**src/rtl/vga_scan_out.sv**
```systemverilog
// VGA raster timing, framebuffer address generation and RGB332 -> 8:8:8 expansion.
// Optional VGA_TEST_PATTERN_EN adds a test_pattern input that replaces pixels with colour bars.

module vga_scan_out #(
  parameter int unsigned H_ACTIVE    = 640,
  parameter int unsigned H_FP        = 16,
  parameter int unsigned H_SYNC      = 96,
  parameter int unsigned H_BP        = 48,
  parameter int unsigned V_ACTIVE    = 480,
  parameter int unsigned V_FP        = 10,
  parameter int unsigned V_SYNC      = 2,
  parameter int unsigned V_BP        = 33,
  parameter int unsigned SCALE_SHIFT = 1,
  parameter int unsigned RD_LAT      = 1
) (
  input  logic        clk_vga,
  input  logic        reset,
`ifdef VGA_TEST_PATTERN_EN
  input  logic        test_pattern,
`endif
  output logic [31:0] vga_pixel_addr,
  input  logic [7:0]  vga_pixel_val,
  output logic        vga_hsync,
  output logic        vga_vsync,
  output logic        vga_blank_n,
  output logic        vga_sync_n,
  output logic [7:0]  vga_r,
  output logic [7:0]  vga_g,
  output logic [7:0]  vga_b,
  output logic        frame_start
);

  localparam int unsigned H_TOTAL = H_ACTIVE + H_FP + H_SYNC + H_BP;
  localparam int unsigned V_TOTAL = V_ACTIVE + V_FP + V_SYNC + V_BP;
  localparam int unsigned H_W     = $clog2(H_TOTAL);
  localparam int unsigned V_W     = $clog2(V_TOTAL);
  localparam int unsigned FB_W    = H_ACTIVE >> SCALE_SHIFT;
`ifdef VGA_TEST_PATTERN_EN
  localparam int unsigned PIPE_W  = 8;
`else
  localparam int unsigned PIPE_W  = 4;
`endif
  // Idle pipeline word: inactive, both syncs deasserted (high), no frame marker.
  localparam logic [PIPE_W-1:0] PIPE_IDLE = PIPE_W'(4'b0110) << (PIPE_W - 4);

  localparam logic [H_W-1:0] H_LAST = H_W'(H_TOTAL - 1);
  localparam logic [H_W-1:0] H_ACT  = H_W'(H_ACTIVE);
  localparam logic [H_W-1:0] HS_BEG = H_W'(H_ACTIVE + H_FP);
  localparam logic [H_W-1:0] HS_END = H_W'(H_ACTIVE + H_FP + H_SYNC);
  localparam logic [V_W-1:0] V_LAST = V_W'(V_TOTAL - 1);
  localparam logic [V_W-1:0] V_ACT  = V_W'(V_ACTIVE);
  localparam logic [V_W-1:0] VS_BEG = V_W'(V_ACTIVE + V_FP);
  localparam logic [V_W-1:0] VS_END = V_W'(V_ACTIVE + V_FP + V_SYNC);

  logic [H_W-1:0]           h_cnt;
  logic [V_W-1:0]           v_cnt;
  logic                     active_c;
  logic                     hsync_raw_c;
  logic                     vsync_raw_c;
  logic                     frame_c;
  logic [PIPE_W-1:0]        pipe_d_c;
  logic [RD_LAT*PIPE_W-1:0] pipe_q;
  logic [PIPE_W-1:0]        tail_c;
  logic [7:0]               pix_c;

  // Raster counters; the vertical counter only moves on a horizontal wrap.
  always_ff @(posedge clk_vga) begin
    if (!reset) begin
      h_cnt <= '0;
      v_cnt <= '0;
    end else if (h_cnt == H_LAST) begin
      h_cnt <= '0;
      v_cnt <= (v_cnt == V_LAST) ? '0 : v_cnt + V_W'(1);
    end else begin
      h_cnt <= h_cnt + H_W'(1);
    end
  end

  always_comb begin
    active_c       = (h_cnt < H_ACT) && (v_cnt < V_ACT);
    hsync_raw_c    = !((h_cnt >= HS_BEG) && (h_cnt < HS_END));
    vsync_raw_c    = !((v_cnt >= VS_BEG) && (v_cnt < VS_END));
    frame_c        = (h_cnt == '0) && (v_cnt == '0);
    vga_pixel_addr = '0;
    if (active_c) begin
      vga_pixel_addr = 32'(v_cnt >> SCALE_SHIFT) * 32'(FB_W) + 32'(h_cnt >> SCALE_SHIFT);
    end
`ifdef VGA_TEST_PATTERN_EN
    pipe_d_c = {active_c, hsync_raw_c, vsync_raw_c, frame_c, test_pattern, 3'(h_cnt >> 7)};
`else
    pipe_d_c = {active_c, hsync_raw_c, vsync_raw_c, frame_c};
`endif
  end

  // Delay line matching the pixel memory read latency.
  if (RD_LAT == 1) begin : g_lat_one
    always_ff @(posedge clk_vga) begin
      if (!reset) pipe_q <= PIPE_IDLE;
      else        pipe_q <= pipe_d_c;
    end
  end else begin : g_lat_multi
    always_ff @(posedge clk_vga) begin
      if (!reset) pipe_q <= {RD_LAT{PIPE_IDLE}};
      else        pipe_q <= {pipe_q[(RD_LAT-1)*PIPE_W-1:0], pipe_d_c};
    end
  end

  always_comb begin
    tail_c = pipe_q[RD_LAT*PIPE_W-1 -: PIPE_W];
    pix_c  = vga_pixel_val;
`ifdef VGA_TEST_PATTERN_EN
    if (tail_c[3]) begin
      pix_c = {{3{tail_c[2]}}, {3{tail_c[1]}}, {2{tail_c[0]}}};
    end
`endif
  end

  assign vga_sync_n = 1'b0;

  // Output register: aligns timing flags with the returned pixel and expands the colour.
  always_ff @(posedge clk_vga) begin
    if (!reset) begin
      vga_hsync   <= 1'b1;
      vga_vsync   <= 1'b1;
      vga_blank_n <= 1'b0;
      frame_start <= 1'b0;
      vga_r       <= '0;
      vga_g       <= '0;
      vga_b       <= '0;
    end else begin
      vga_blank_n <= tail_c[PIPE_W-1];
      vga_hsync   <= tail_c[PIPE_W-2];
      vga_vsync   <= tail_c[PIPE_W-3];
      frame_start <= tail_c[PIPE_W-4];
      if (tail_c[PIPE_W-1]) begin
        vga_r <= {pix_c[7:5], pix_c[7:5], pix_c[7:6]};
        vga_g <= {pix_c[4:2], pix_c[4:2], pix_c[4:3]};
        vga_b <= {4{pix_c[1:0]}};
      end else begin
        vga_r <= '0;
        vga_g <= '0;
        vga_b <= '0;
      end
    end
  end

endmodule
```
**config.mk**
```make
export PLATFORM = sky130hd
export DESIGN_NAME = vga_scan_out
export DESIGN_NICKNAME = d
export VERILOG_FILES = /design/src/rtl/vga_scan_out.sv
export SDC_FILE = /design/constraint.sdc
export NUM_CORES = 1
export LEC_CHECK = 0
export BUFFER_PORTS_ARGS = -buffer_cell sky130_fd_sc_hd__buf_2
export CAP_MARGIN = 20
export CORE_MARGIN = 8
export CORE_UTILIZATION = 40
export DETAILED_ROUTE_END_ITERATION = 10
export SYNTH_ARGS = -nofsm -noshare
export SYNTH_HDL_FRONTEND = slang
export SYNTH_SLANG_ARGS = --single-unit
```
**constraint.sdc**
```tcl
create_clock -name clk_vga -period 2.9 [get_ports clk_vga]
set_input_delay 0.145 -clock clk_vga [delete_from_list [all_inputs] [get_ports clk_vga]]
set_output_delay 0.145 -clock clk_vga [all_outputs]
set_load 0.005 [all_outputs]
```
==> impl_metrics.xml, run 1 <==
<?xml version="1.0" encoding="UTF-8"?>
<metrics>
  <group name="worst_setup_path">
    <metric name="end_kind" unit="">output pin</metric>
    <metric name="rrSetupSlack" unit="ns">0.94</metric>
    <metric name="startpoint_type_of_the_worst_setup_path" unit="">flip-flop</metric>
    <metric name="reg2reg_depth" unit="">5</metric>
    <metric name="worst_ep_arrival_time" unit="ns">2.67</metric>
    <metric name="source_of_the_worst_register_to_register_timing_path" unit="">h_cnt[0]</metric>
    <metric name="crit_required" unit="ns">2.76</metric>
    <metric name="critical_path_class" unit="">reg2out</metric>
    <metric name="cp_max_fo" unit="">3</metric>
    <metric name="crit-reg2reg-capture" unit="">v_cnt[4]</metric>
  </group>
  <group name="timing">
    <metric name="final.setup_skew" unit="ns">0.00603</metric>
    <metric name="drv_slew" unit="">0</metric>
    <metric name="hold_viol" unit="">0</metric>
    <metric name="finalHoldWorstSlack" unit="ns">0.0970</metric>
    <metric name="final.period_utilization" unit="%">97.2</metric>
    <metric name="setup_slack" unit="ns">0.0803</metric>
    <metric name="maxSlewHeadroom" unit="%">65.9</metric>
    <metric name="fmax" unit="MHz">355</metric>
    <metric name="transition_time_at_the_pin_with_the_least_slew_margin" unit="ns">0.509</metric>
    <metric name="finalSetupViolations" unit="">0</metric>
    <metric name="final_period_minus_worst_setup_slack" unit="ns">2.82</metric>
    <metric name="rsz0062_at_grt" unit="">true</metric>
  </group>
  <group name="synthesis">
    <metric name="yosysMostFrequentCell" unit="">sky130_fd_sc_hd__dfxtp_1</metric>
    <metric name="netlist_instances" unit="">262</metric>
    <metric name="synthesis.area" unit="um^2">2340</metric>
    <metric name="postSynthAreaPerCell" unit="um^2">8.94</metric>
    <metric name="yosys_most_used_dff" unit="">sky130_fd_sc_hd__dfxtp_1</metric>
    <metric name="yosys_warnings" unit="">0</metric>
    <metric name="synth_edf_count" unit="">0</metric>
    <metric name="ys_ff_latch" unit="">36</metric>
    <metric name="yosysSeqAreaShare" unit="%">30.8</metric>
    <metric name="yosysUniqueCellTypes" unit="">45</metric>
    <metric name="synthDominantAreaCellType" unit="">sky130_fd_sc_hd__dfxtp_1</metric>
    <metric name="ys_async_sr_fraction" unit="%">0</metric>
    <metric name="synthTopCellsByArea" unit="">sky130_fd_sc_hd__dfxtp_1 31%, sky130_fd_sc_hd__ha_1 11%, sky130_fd_sc_hd__buf_4 10%, sky130_fd_sc_hd__xor2_1 6.0%, sky130_fd_sc_hd__xnor2_1 4.9%</metric>
    <metric name="synth.cells.most_frequent" unit="">36 x sky130_fd_sc_hd__dfxtp_1, 32 x sky130_fd_sc_hd__buf_4, 25 x sky130_fd_sc_hd__nor2_1</metric>
    <metric name="synth.top_cell.area_share" unit="%">30.8</metric>
  </group>
  <group name="clock_network">
    <metric name="clock_insertion_delay_worst_skew" unit="ns">0.28</metric>
    <metric name="cts_htree_levels" unit="">2</metric>
    <metric name="cts-root-buf" unit="">sky130_fd_sc_hd__clkbuf_8</metric>
    <metric name="cts_tree" unit="">done</metric>
    <metric name="clock_sinks" unit="">36</metric>
    <metric name="cts-root-to-sink-buffers" unit="">2</metric>
    <metric name="tritoncts.num_buffers" unit="">5</metric>
    <metric name="path_clk_slew" unit="ns">0.07</metric>
    <metric name="hold_buffers" unit="">0</metric>
  </group>
  <group name="job">
    <metric name="maxCapViolations" unit="">0</metric>
  </group>
  <group name="pwr">
    <metric name="vdd_drop_max" unit="mV">0.178</metric>
    <metric name="leakage" unit="nW">1.39</metric>
    <metric name="power-per-cell-area" unit="nW/um^2">343</metric>
    <metric name="post-layout-total-power" unit="mW">0.936</metric>
  </group>
  <group name="floorplanning">
    <metric name="placeableCoreArea" unit="um^2">5780</metric>
    <metric name="initial_utilization" unit="%">40.5</metric>
    <metric name="floorplan.rows" unit="">28</metric>
    <metric name="boundaryPins" unit="">71</metric>
    <metric name="die-area" unit="um^2">8560</metric>
    <metric name="floorplan.die.width" unit="um">92.5</metric>
    <metric name="die-height" unit="um">92.5</metric>
  </group>
  <group name="detailed_routing">
    <metric name="wire_per_inst" unit="um">13.4</metric>
    <metric name="drt_iter0_drc" unit="">75</metric>
    <metric name="drt_first_pass_iters" unit="">4</metric>
    <metric name="ant_nets" unit="">0</metric>
    <metric name="postRouteWirelength" unit="mm">5.09</metric>
    <metric name="post_drt_via_cell_ratio" unit="">4.86</metric>
    <metric name="via_count" unit="">1851</metric>
    <metric name="detail_route.drc_violations" unit="">0</metric>
  </group>
  <group name="global_route">
    <metric name="first_global_vias" unit="">1867</metric>
    <metric name="wire_length_of_the_first_global_routing_pass" unit="mm">8.45</metric>
    <metric name="grtUsageTotal" unit="%">11.9</metric>
    <metric name="grt_max_degree" unit="">24</metric>
    <metric name="residual_overflow_from_global_routing" unit="">0</metric>
    <metric name="number_of_antenna_violations_at_the_first_check_in_global_routing" unit="">0</metric>
  </group>
  <group name="layout">
    <metric name="finalNetCount" unit="">338</metric>
    <metric name="area_growth_syn_to_layout" unit="%">16.4</metric>
    <metric name="insertedDiodeCount" unit="">0</metric>
    <metric name="postLayoutCoreUtil" unit="%">47.2</metric>
    <metric name="post_route_cells_drive_above_1_share" unit="%">31.4</metric>
    <metric name="fillCellCount" unit="">562</metric>
  </group>
  <group name="hold_path">
    <metric name="timing.hold.worst.class" unit="">in2reg</metric>
    <metric name="holdPathEnd" unit="">vga_g[5]</metric>
    <metric name="worstHoldPathCells" unit="">2</metric>
    <metric name="timing.hold.worst.start" unit="">vga_pixel_val[2]</metric>
  </group>
  <group name="placed_design">
    <metric name="hpwlAfterDp" unit="mm">3.91</metric>
    <metric name="place.gp.congestion" unit="">0.782</metric>
    <metric name="port_buffers" unit="">55</metric>
    <metric name="pre_cts_slack" unit="ns">0.185</metric>
  </group>
  <group name="outcome">
    <metric name="status" unit="">finished clean</metric>
  </group>
</metrics>
power breakdown:
group | leakage [nW] | internal [mW] | total, mW | switching (mW)
Combinational | 1.04 | 0.0265 | 0.0561 | 0.0296
Clock | 0.0510 | 0.190 | 0.366 | 0.177
Sequential | 0.296 | 0.505 | 0.513 | 0.00818
critical path, stage by stage (launching register included):
cell	delay, ns
sky130_fd_sc_hd__dfxtp_2	0.34
sky130_fd_sc_hd__ha_4	0.24
sky130_fd_sc_hd__ha_4	0.16
sky130_fd_sc_hd__fa_2	0.42
sky130_fd_sc_hd__a211oi_4	0.24
sky130_fd_sc_hd__o21bai_1	0.11
sky130_fd_sc_hd__a21oi_2	0.26
sky130_fd_sc_hd__xnor2_2	0.13
sky130_fd_sc_hd__a311oi_1	0.25
sky130_fd_sc_hd__nand2b_1	0.13
sky130_fd_sc_hd__buf_2	0.11
per-stage QoR:
step	TNS (ns)	area, um^2	instances
6_report	0	2730	381
5_1_grt	-0.0980	2730	381
4_1_cts	-0.0308	2630	379
3_5_place_dp	0	2510	371
3_3_place_gp	0	2510	371
2_1_floorplan	0	2400	276
cells in the final DEF, fill, tap and decap left out, types with 3 or more instances in the layout:
master / instances
sky130_fd_sc_hd__nor2_1: 25
sky130_fd_sc_hd__and3_1: 12
sky130_fd_sc_hd__nand2_1: 14
sky130_fd_sc_hd__a21o_1: 3
sky130_fd_sc_hd__ha_4: 3
sky130_fd_sc_hd__inv_1: 5
sky130_fd_sc_hd__nand3b_1: 3
sky130_fd_sc_hd__o21ai_0: 3
sky130_fd_sc_hd__clkbuf_8: 6
sky130_fd_sc_hd__nor3_1: 4
sky130_fd_sc_hd__xnor2_1: 11
sky130_fd_sc_hd__ha_1: 17
sky130_fd_sc_hd__conb_1: 15
sky130_fd_sc_hd__buf_2: 55
sky130_fd_sc_hd__a21oi_1: 4
sky130_fd_sc_hd__nand2b_1: 3
sky130_fd_sc_hd__nand4_1: 6
sky130_fd_sc_hd__nand3_1: 8
sky130_fd_sc_hd__and2_1: 13
sky130_fd_sc_hd__buf_4: 5
sky130_fd_sc_hd__xor2_1: 14
sky130_fd_sc_hd__dfxtp_2: 4
sky130_fd_sc_hd__dfxtp_1: 31
sky130_fd_sc_hd__and3_2: 3
worst max path at each step:
stage | startpoint | endpoint | slack, ns | depth (start not counted)
after floorplan | v_cnt[2] | vga_pixel_addr[16] | 0.32 | 9
after global placement | v_cnt[5] | vga_pixel_addr[16] | 0.25 | 9
after detailed placement | v_cnt[5] | vga_pixel_addr[16] | 0.18 | 9
after CTS | v_cnt[2] | vga_pixel_addr[16] | -0.03 | 9
after global routing | v_cnt[2] | vga_pixel_addr[16] | -0.06 | 10
final | v_cnt[2] | vga_pixel_addr[16] | 0.08 | 10
registers in the layout (all words and copies together), names as in the netlist:
signal	flops
vga_b	2
vga_g	3
vga_r	3
vga_vsync	1
frame_start	1
vga_hsync	1
h_cnt	10
v_cnt	10
pipe_q	4
vga_blank_n	1
per-layer routing:
layer	track usage, %	part of all wire [%]	vias to the layer above	routed length [um]
met5	0	0	-	0
met4	4.03	1.3	0	68
met3	3.96	9.5	5	486
met2	19.0	41	68	2110
met1	14.6	48	850	2430
li1	-	-	928	-
area by class of cell:
type	instances	area (um^2)	share of cell area [%]
clock buffers	6	82.6	3.03
flip-flops and latches	36	729	26.7
clock inverters	2	10.0	0.367
inverters	5	18.8	0.688
well taps	75	93.8	3.44
repair buffers	60	313	11.5
multi-input cells	197	1480	54.3
what timing repair did:
action | 4_1_cts | 5_1_grt
resized for setup | 5 | 17
endpoints found under the hold margin | 0 | 0
pin swaps | 0 | 8
setup buffers | 0 | 2
setup endpoints to repair | 4 | 4
kinds of logic (layout without fill, tap and decap cells):
logic type,Yosys count,after routing,share of synthesized area (%)
AO/OA/AOI/OAI,18,18,5.34
XOR/XNOR,29,29,10.8
adder cells (fa/ha/maj),23,23,12.9
buffers and inverters,43,73,12.4
flip-flops,36,36,30.8
multiplexers,1,1,0.427
other,1,15,0.160
AND/OR/NAND/NOR,111,111,27.1
(Power assumes the default switching activity.)
==> inputs of run 2 (changes only) <==
Settings changed: GPL_ROUTABILITY_DRIVEN set to 1, PLACE_DENSITY set to 0.75.
==> impl_metrics.xml, run 2 (synthesized netlist as in run 1, its figures left out) <==
<?xml version="1.0" encoding="UTF-8"?>
<metrics>
  <group name="outcome">
    <metric name="status" unit="">finished clean</metric>
  </group>
  <group name="clock_network">
    <metric name="path_clk_slew" unit="ns">0.07</metric>
    <metric name="cts-root-to-sink-buffers" unit="">2</metric>
    <metric name="cts_tree" unit="">done</metric>
    <metric name="clock_sinks" unit="">36</metric>
    <metric name="clock_insertion_delay_worst_skew" unit="ns">0.29</metric>
    <metric name="cts_htree_levels" unit="">2</metric>
    <metric name="cts-root-buf" unit="">sky130_fd_sc_hd__clkbuf_8</metric>
    <metric name="tritoncts.num_buffers" unit="">5</metric>
  </group>
  <group name="detailed_routing">
    <metric name="wire_per_inst" unit="um">13.7</metric>
    <metric name="post_drt_via_cell_ratio" unit="">4.93</metric>
    <metric name="drt_first_pass_iters" unit="">4</metric>
    <metric name="drt_iter0_drc" unit="">104</metric>
    <metric name="via_count" unit="">1889</metric>
    <metric name="detail_route.drc_violations" unit="">0</metric>
    <metric name="ant_nets" unit="">0</metric>
    <metric name="postRouteWirelength" unit="mm">5.24</metric>
  </group>
  <group name="pwr">
    <metric name="power-per-cell-area" unit="nW/um^2">365</metric>
    <metric name="comb_power_share" unit="%">5.7</metric>
    <metric name="power.sequential.fraction" unit="%">51.3</metric>
    <metric name="p_int" unit="mW">0.787</metric>
    <metric name="switching_power" unit="mW">0.213</metric>
    <metric name="power.share.clock" unit="%">43.0</metric>
    <metric name="switching_share" unit="%">21.3</metric>
    <metric name="leakage" unit="nW">1.41</metric>
    <metric name="vdd_drop_max" unit="mV">0.301</metric>
  </group>
  <group name="placed_design">
    <metric name="pre_cts_slack" unit="ns">0.122</metric>
    <metric name="port_buffers" unit="">55</metric>
    <metric name="place.gp.congestion" unit="">0.828</metric>
    <metric name="placed_cells_incl_taps" unit="">372</metric>
    <metric name="hpwlAfterDp" unit="mm">3.94</metric>
  </group>
  <group name="timing">
    <metric name="final_period_minus_worst_setup_slack" unit="ns">2.89</metric>
    <metric name="finalSetupViolations" unit="">0</metric>
    <metric name="final.setup_skew" unit="ns">0.00825</metric>
    <metric name="fmax" unit="MHz">346</metric>
    <metric name="hold_viol" unit="">0</metric>
    <metric name="final.period_utilization" unit="%">99.5</metric>
    <metric name="setup_slack" unit="ns">0.0138</metric>
    <metric name="rsz0062_at_grt" unit="">true</metric>
    <metric name="drv_slew" unit="">0</metric>
  </group>
  <group name="worst_setup_path">
    <metric name="worst_ep_arrival_time" unit="ns">2.74</metric>
    <metric name="end_kind" unit="">output pin</metric>
    <metric name="cp_max_fo" unit="">7</metric>
    <metric name="reg2reg_depth" unit="">5</metric>
    <metric name="crit_required" unit="ns">2.76</metric>
    <metric name="crit_path_start" unit="">v_cnt[4]</metric>
    <metric name="critical_path_class" unit="">reg2out</metric>
    <metric name="source_of_the_worst_register_to_register_timing_path" unit="">h_cnt[0]</metric>
    <metric name="startpoint_type_of_the_worst_setup_path" unit="">flip-flop</metric>
    <metric name="rrSetupSlack" unit="ns">1.00</metric>
    <metric name="crit-reg2reg-capture" unit="">v_cnt[3]</metric>
  </group>
  <group name="floorplanning">
    <metric name="floorplan.rows" unit="">28</metric>
    <metric name="floorplan.die.width" unit="um">92.5</metric>
    <metric name="placeableCoreArea" unit="um^2">5780</metric>
    <metric name="boundaryPins" unit="">71</metric>
    <metric name="initial_utilization" unit="%">40.5</metric>
    <metric name="die-area" unit="um^2">8560</metric>
    <metric name="die-height" unit="um">92.5</metric>
  </group>
  <group name="layout">
    <metric name="layout_top_registers" unit="">h_cnt: 10 flops, v_cnt: 10 flops, pipe_q: 4 flops</metric>
    <metric name="post_route_cells_drive_above_1_share" unit="%">31.5</metric>
    <metric name="finalNetCount" unit="">340</metric>
    <metric name="insertedDiodeCount" unit="">0</metric>
    <metric name="multi_input_area" unit="um^2">1460</metric>
    <metric name="area_growth_syn_to_layout" unit="%">17.0</metric>
    <metric name="seq_area" unit="um^2">729</metric>
    <metric name="layout.cells.most_common_list" unit="">55 x sky130_fd_sc_hd__buf_2, 31 x sky130_fd_sc_hd__dfxtp_1, 25 x sky130_fd_sc_hd__nor2_1</metric>
    <metric name="fillCellCount" unit="">576</metric>
    <metric name="final_common_cell" unit="">sky130_fd_sc_hd__buf_2</metric>
    <metric name="instances_no_fill" unit="">383</metric>
  </group>
  <group name="global_route">
    <metric name="residual_overflow_from_global_routing" unit="">0</metric>
    <metric name="first_global_vias" unit="">1794</metric>
    <metric name="grtUsageTotal" unit="%">11.5</metric>
    <metric name="grt_max_degree" unit="">24</metric>
    <metric name="number_of_antenna_violations_at_the_first_check_in_global_routing" unit="">0</metric>
    <metric name="wire_length_of_the_first_global_routing_pass" unit="mm">8.11</metric>
  </group>
  <group name="hold_path">
    <metric name="worstHoldPathCells" unit="">2</metric>
    <metric name="timing.hold.worst.class" unit="">in2reg</metric>
    <metric name="timing.hold.worst.start" unit="">vga_pixel_val[2]</metric>
    <metric name="holdPathEnd" unit="">vga_g[5]</metric>
  </group>
  <group name="job">
    <metric name="maxCapViolations" unit="">0</metric>
  </group>
</metrics>
## run 2: critical path: stages (launching register included)
cell and delay (ns):
sky130_fd_sc_hd__dfxtp_4 0.40, sky130_fd_sc_hd__ha_4 0.22, sky130_fd_sc_hd__ha_4 0.17, sky130_fd_sc_hd__fa_2 0.41
sky130_fd_sc_hd__a211oi_2 0.26, sky130_fd_sc_hd__nor2_1 0.08, sky130_fd_sc_hd__xor2_1 0.16, sky130_fd_sc_hd__and3b_2 0.26
sky130_fd_sc_hd__a311oi_2 0.25, sky130_fd_sc_hd__nand2b_1 0.13, sky130_fd_sc_hd__buf_2 0.11
## run 2: stage by stage
stage | total power [mW] | instance area [um^2] | hold slack (ns) | util [%] | TNS (ns)
after detailed placement | 0.583 | 2520 | 0.392 | 43.6 | 0
after CTS | 1.01 | 2650 | 0.0885 | 45.9 | -0.0179
final | 0.999 | 2740 | 0.101 | 47.4 | 0
after floorplan | 0.581 | 2400 | 0.218 | - | 0
after global routing | 1.04 | 2740 | 0.0993 | 47.4 | -0.169
after global placement | 0.582 | 2520 | 0.385 | 43.6 | 0
## run 2: metal layers
metal,wire (um),up-vias,track usage [%]
met3,513,5,3.96
li1,-,932,-
met4,74,0,4.43
met1,2300,873,13.4
met2,2340,79,18.9
met5,0,-,0
## run 2: power by group through the flow
stage	logic [mW]	registers (mW)	clock network, mW
global placement	0.0565	0.525	0
floorplan	0.0553	0.525	0
global route	0.0656	0.515	0.464
detailed placement	0.0575	0.526	0
CTS	0.0578	0.514	0.442
finish	0.0571	0.513	0.429
## run 2: layout make-up
cell class | count | area share [%]
clock buffers | 6 | 2.65
well taps | 75 | 3.42
repair buffers | 62 | 12.0
multi-input cells | 197 | 53.4
clock inverters | 2 | 1.28
flip-flops and latches | 36 | 26.6
inverters | 5 | 0.685
## run 2: worst max path at each step
stage / end / cells past startpoint
3_3_place_gp: vga_pixel_addr[16] / 10
5_1_grt: vga_pixel_addr[16] / 10
3_5_place_dp: vga_pixel_addr[16] / 10
4_1_cts: vga_pixel_addr[16] / 10
6_report: vga_pixel_addr[16] / 10
2_1_floorplan: vga_pixel_addr[16] / 9
## run 2: repair_timing
item	4_1_cts	5_1_grt
endpoints found under the setup margin	4	4
gates resized for setup	6	14
hold buffers	0	0
pin swaps	1	7
setup buffers	0	3
==> inputs of run 3 (changes only) <==
Settings changed: CORE_UTILIZATION 40 to 52, PLACE_DENSITY 0.75 to 0.91.
==> impl_metrics.xml, run 3 (synthesized netlist as in run 1, its figures left out) <==
<?xml version="1.0" encoding="UTF-8"?>
<metrics>
  <group name="outcome">
    <metric name="status" unit="">finished clean</metric>
  </group>
  <group name="layout">
    <metric name="stdcell_area" unit="um^2">2690</metric>
    <metric name="area_growth_syn_to_layout" unit="%">14.9</metric>
    <metric name="finalNetCount" unit="">341</metric>
    <metric name="instances_no_fill" unit="">360</metric>
    <metric name="post_route_cells_drive_above_1_share" unit="%">32.1</metric>
    <metric name="layout_top_registers" unit="">h_cnt: 10 flops, v_cnt: 10 flops, pipe_q: 4 flops</metric>
    <metric name="layout.cells.most_common_list" unit="">55 x sky130_fd_sc_hd__buf_2, 32 x sky130_fd_sc_hd__dfxtp_1, 25 x sky130_fd_sc_hd__nor2_1</metric>
    <metric name="insertedDiodeCount" unit="">0</metric>
    <metric name="final_common_cell" unit="">sky130_fd_sc_hd__buf_2</metric>
    <metric name="postLayoutCoreUtil" unit="%">61.9</metric>
  </group>
  <group name="worst_setup_path">
    <metric name="max_stage_delay" unit="ns">0.42</metric>
    <metric name="critical_path_class" unit="">reg2out</metric>
    <metric name="worst_ep_arrival_time" unit="ns">2.72</metric>
    <metric name="crit_required" unit="ns">2.76</metric>
    <metric name="worst_path_most_repeated_cell" unit="">sky130_fd_sc_hd__ha_4</metric>
    <metric name="end_kind" unit="">output pin</metric>
    <metric name="cp_max_fo" unit="">3</metric>
    <metric name="reg2reg_depth" unit="">5</metric>
    <metric name="startpoint_type_of_the_worst_setup_path" unit="">flip-flop</metric>
    <metric name="cpMaxStageDelayCell" unit="">sky130_fd_sc_hd__fa_2</metric>
    <metric name="rrSetupSlack" unit="ns">0.92</metric>
    <metric name="source_of_the_worst_register_to_register_timing_path" unit="">h_cnt[0]</metric>
    <metric name="cp_cell_sequence" unit="">ha_4, ha_4, fa_2, a211oi_2, nor2_1, xor2_1, and3b_2, a311oi_2, nand2b_1, buf_2</metric>
    <metric name="crit-reg2reg-capture" unit="">v_cnt[3]</metric>
  </group>
  <group name="global_route">
    <metric name="grtUsageTotal" unit="%">14.6</metric>
    <metric name="residual_overflow_from_global_routing" unit="">0</metric>
    <metric name="grt_max_degree" unit="">24</metric>
    <metric name="wire_length_of_the_first_global_routing_pass" unit="mm">8.54</metric>
    <metric name="first_global_vias" unit="">1881</metric>
    <metric name="number_of_antenna_violations_at_the_first_check_in_global_routing" unit="">0</metric>
  </group>
  <group name="clock_network">
    <metric name="cts-root-to-sink-buffers" unit="">2</metric>
    <metric name="clock_insertion_delay_worst_skew" unit="ns">0.29</metric>
    <metric name="tritoncts.num_buffers" unit="">5</metric>
    <metric name="path_clk_slew" unit="ns">0.08</metric>
    <metric name="cts_htree_levels" unit="">2</metric>
    <metric name="clock_sinks" unit="">36</metric>
    <metric name="cts_tree" unit="">done</metric>
    <metric name="hold_buffers" unit="">0</metric>
    <metric name="cts-root-buf" unit="">sky130_fd_sc_hd__clkbuf_8</metric>
  </group>
  <group name="timing">
    <metric name="hold_viol" unit="">0</metric>
    <metric name="final_period_minus_worst_setup_slack" unit="ns">2.87</metric>
    <metric name="fmax" unit="MHz">348</metric>
    <metric name="final.setup_skew" unit="ns">0.0150</metric>
    <metric name="maxSlewHeadroom" unit="%">66.0</metric>
    <metric name="final.period_utilization" unit="%">99.0</metric>
    <metric name="rsz0062_at_grt" unit="">true</metric>
    <metric name="drv_slew" unit="">0</metric>
    <metric name="finalSetupViolations" unit="">0</metric>
    <metric name="transition_time_at_the_pin_with_the_least_slew_margin" unit="ns">0.508</metric>
    <metric name="totalNegativeSetupSlack" unit="ns">0</metric>
  </group>
  <group name="detailed_routing">
    <metric name="post_drt_via_cell_ratio" unit="">5.29</metric>
    <metric name="detail_route.drc_violations" unit="">0</metric>
    <metric name="drt_first_pass_iters" unit="">4</metric>
    <metric name="top_layer_used" unit="">met4</metric>
    <metric name="postRouteWirelength" unit="mm">5.44</metric>
    <metric name="ant_nets" unit="">0</metric>
    <metric name="wl_met2" unit="mm">2.66</metric>
    <metric name="wire_per_inst" unit="um">15.1</metric>
    <metric name="wirelength_met1" unit="mm">2.17</metric>
    <metric name="via_count" unit="">1906</metric>
    <metric name="met3WireLength" unit="um">465</metric>
    <metric name="drt_iter0_drc" unit="">115</metric>
  </group>
  <group name="floorplanning">
    <metric name="initial_utilization" unit="%">53.8</metric>
    <metric name="placeableCoreArea" unit="um^2">4350</metric>
    <metric name="die-area" unit="um^2">6910</metric>
    <metric name="floorplan.rows" unit="">24</metric>
    <metric name="boundaryPins" unit="">71</metric>
    <metric name="die-height" unit="um">83.1</metric>
    <metric name="floorplan.die.width" unit="um">83.1</metric>
  </group>
  <group name="pwr">
    <metric name="post-layout-total-power" unit="mW">0.906</metric>
    <metric name="leakage" unit="nW">1.39</metric>
    <metric name="power-per-cell-area" unit="nW/um^2">336</metric>
    <metric name="vdd_drop_max" unit="mV">0.163</metric>
  </group>
  <group name="placed_design">
    <metric name="hpwlAfterDp" unit="mm">3.88</metric>
    <metric name="port_buffers" unit="">55</metric>
    <metric name="placed_cells_incl_taps" unit="">350</metric>
    <metric name="place.gp.congestion" unit="">0.811</metric>
    <metric name="detailed_place.area" unit="um^2">2500</metric>
  </group>
  <group name="hold_path">
    <metric name="worstHoldPathCells" unit="">2</metric>
    <metric name="timing.hold.worst.class" unit="">in2reg</metric>
    <metric name="timing.hold.worst.start" unit="">vga_pixel_val[5]</metric>
    <metric name="holdPathEnd" unit="">vga_r[5]</metric>
  </group>
  <group name="job">
    <metric name="maxCapViolations" unit="">0</metric>
  </group>
</metrics>
-- run 3: changes by cell type in the layout (fill, tap and decap cells not counted) --
cell | previous run | this run
sky130_fd_sc_hd__ha_2 | 0 | 3
sky130_fd_sc_hd__dfxtp_1 | 31 | 32
sky130_fd_sc_hd__dfxtp_4 | 1 | 0
sky130_fd_sc_hd__buf_4 | 7 | 8
sky130_fd_sc_hd__bufinv_16 | 1 | 0
sky130_fd_sc_hd__ha_1 | 19 | 16
-- run 3: metal layers --
layer	vias to the layer above	GRT usage, %
met5	-	0
met4	0	8.15
met2	82	24.0
li1	932	-
met3	10	6.35
met1	882	15.2
-- run 3: layout make-up --
cell class              count  area (um^2)
flip-flops and latches     36          726
inverters                   5         18.8
fillers                   376         1660
clock inverters             1         5.00
repair buffers             63          335
multi-input cells         197         1470
well taps                  52         65.1
clock buffers               6         72.6
-- run 3: what timing repair did --
item | in CTS | in global routing
pin swaps | 1 | 8
buffers inserted | 0 | 3
endpoints found under the setup margin | 4 | 4
resized for setup | 3 | 18
hold endpoints to repair | 0 | 0
-- run 3: worst max-delay path by stage --
stage	start	end	slack, ns	cells past startpoint
after floorplan	v_cnt[2]	vga_pixel_addr[16]	0.32	9
after global placement	v_cnt[2]	vga_pixel_addr[16]	0.29	10
after detailed placement	v_cnt[2]	vga_pixel_addr[16]	0.21	10
after CTS	v_cnt[2]	vga_pixel_addr[16]	0.005	9
after global routing	v_cnt[4]	vga_pixel_addr[16]	-0.10	10
final	v_cnt[4]	vga_pixel_addr[16]	0.03	10
-- run 3: stage by stage --
step                setup WS [ns]  hold slack (ns)
CTS                       0.00546           0.0937
finish                     0.0303            0.103
floorplan                   0.324            0.218
global placement            0.286            0.383
detailed placement          0.206            0.389
global route               -0.100           0.0919
-- run 3: critical path: cells and delay by family, from the launching register on --
family	cells	cell delay [ns]
adders and majority gates	3	0.82
and+or+nand+nor	3	0.47
AOI/OAI and AO/OA	2	0.52
buffers and inverters	1	0.11
DFF	1	0.34
xor gates and xnor gates	1	0.17
-- run 3: power breakdown --
part	switching [mW]	leakage [nW]	internal, mW
clock	0.172	0.0410	0.163
sequential	0.00823	0.295	0.506
combinational	0.0293	1.05	0.0265
total	0.210	1.39	0.696
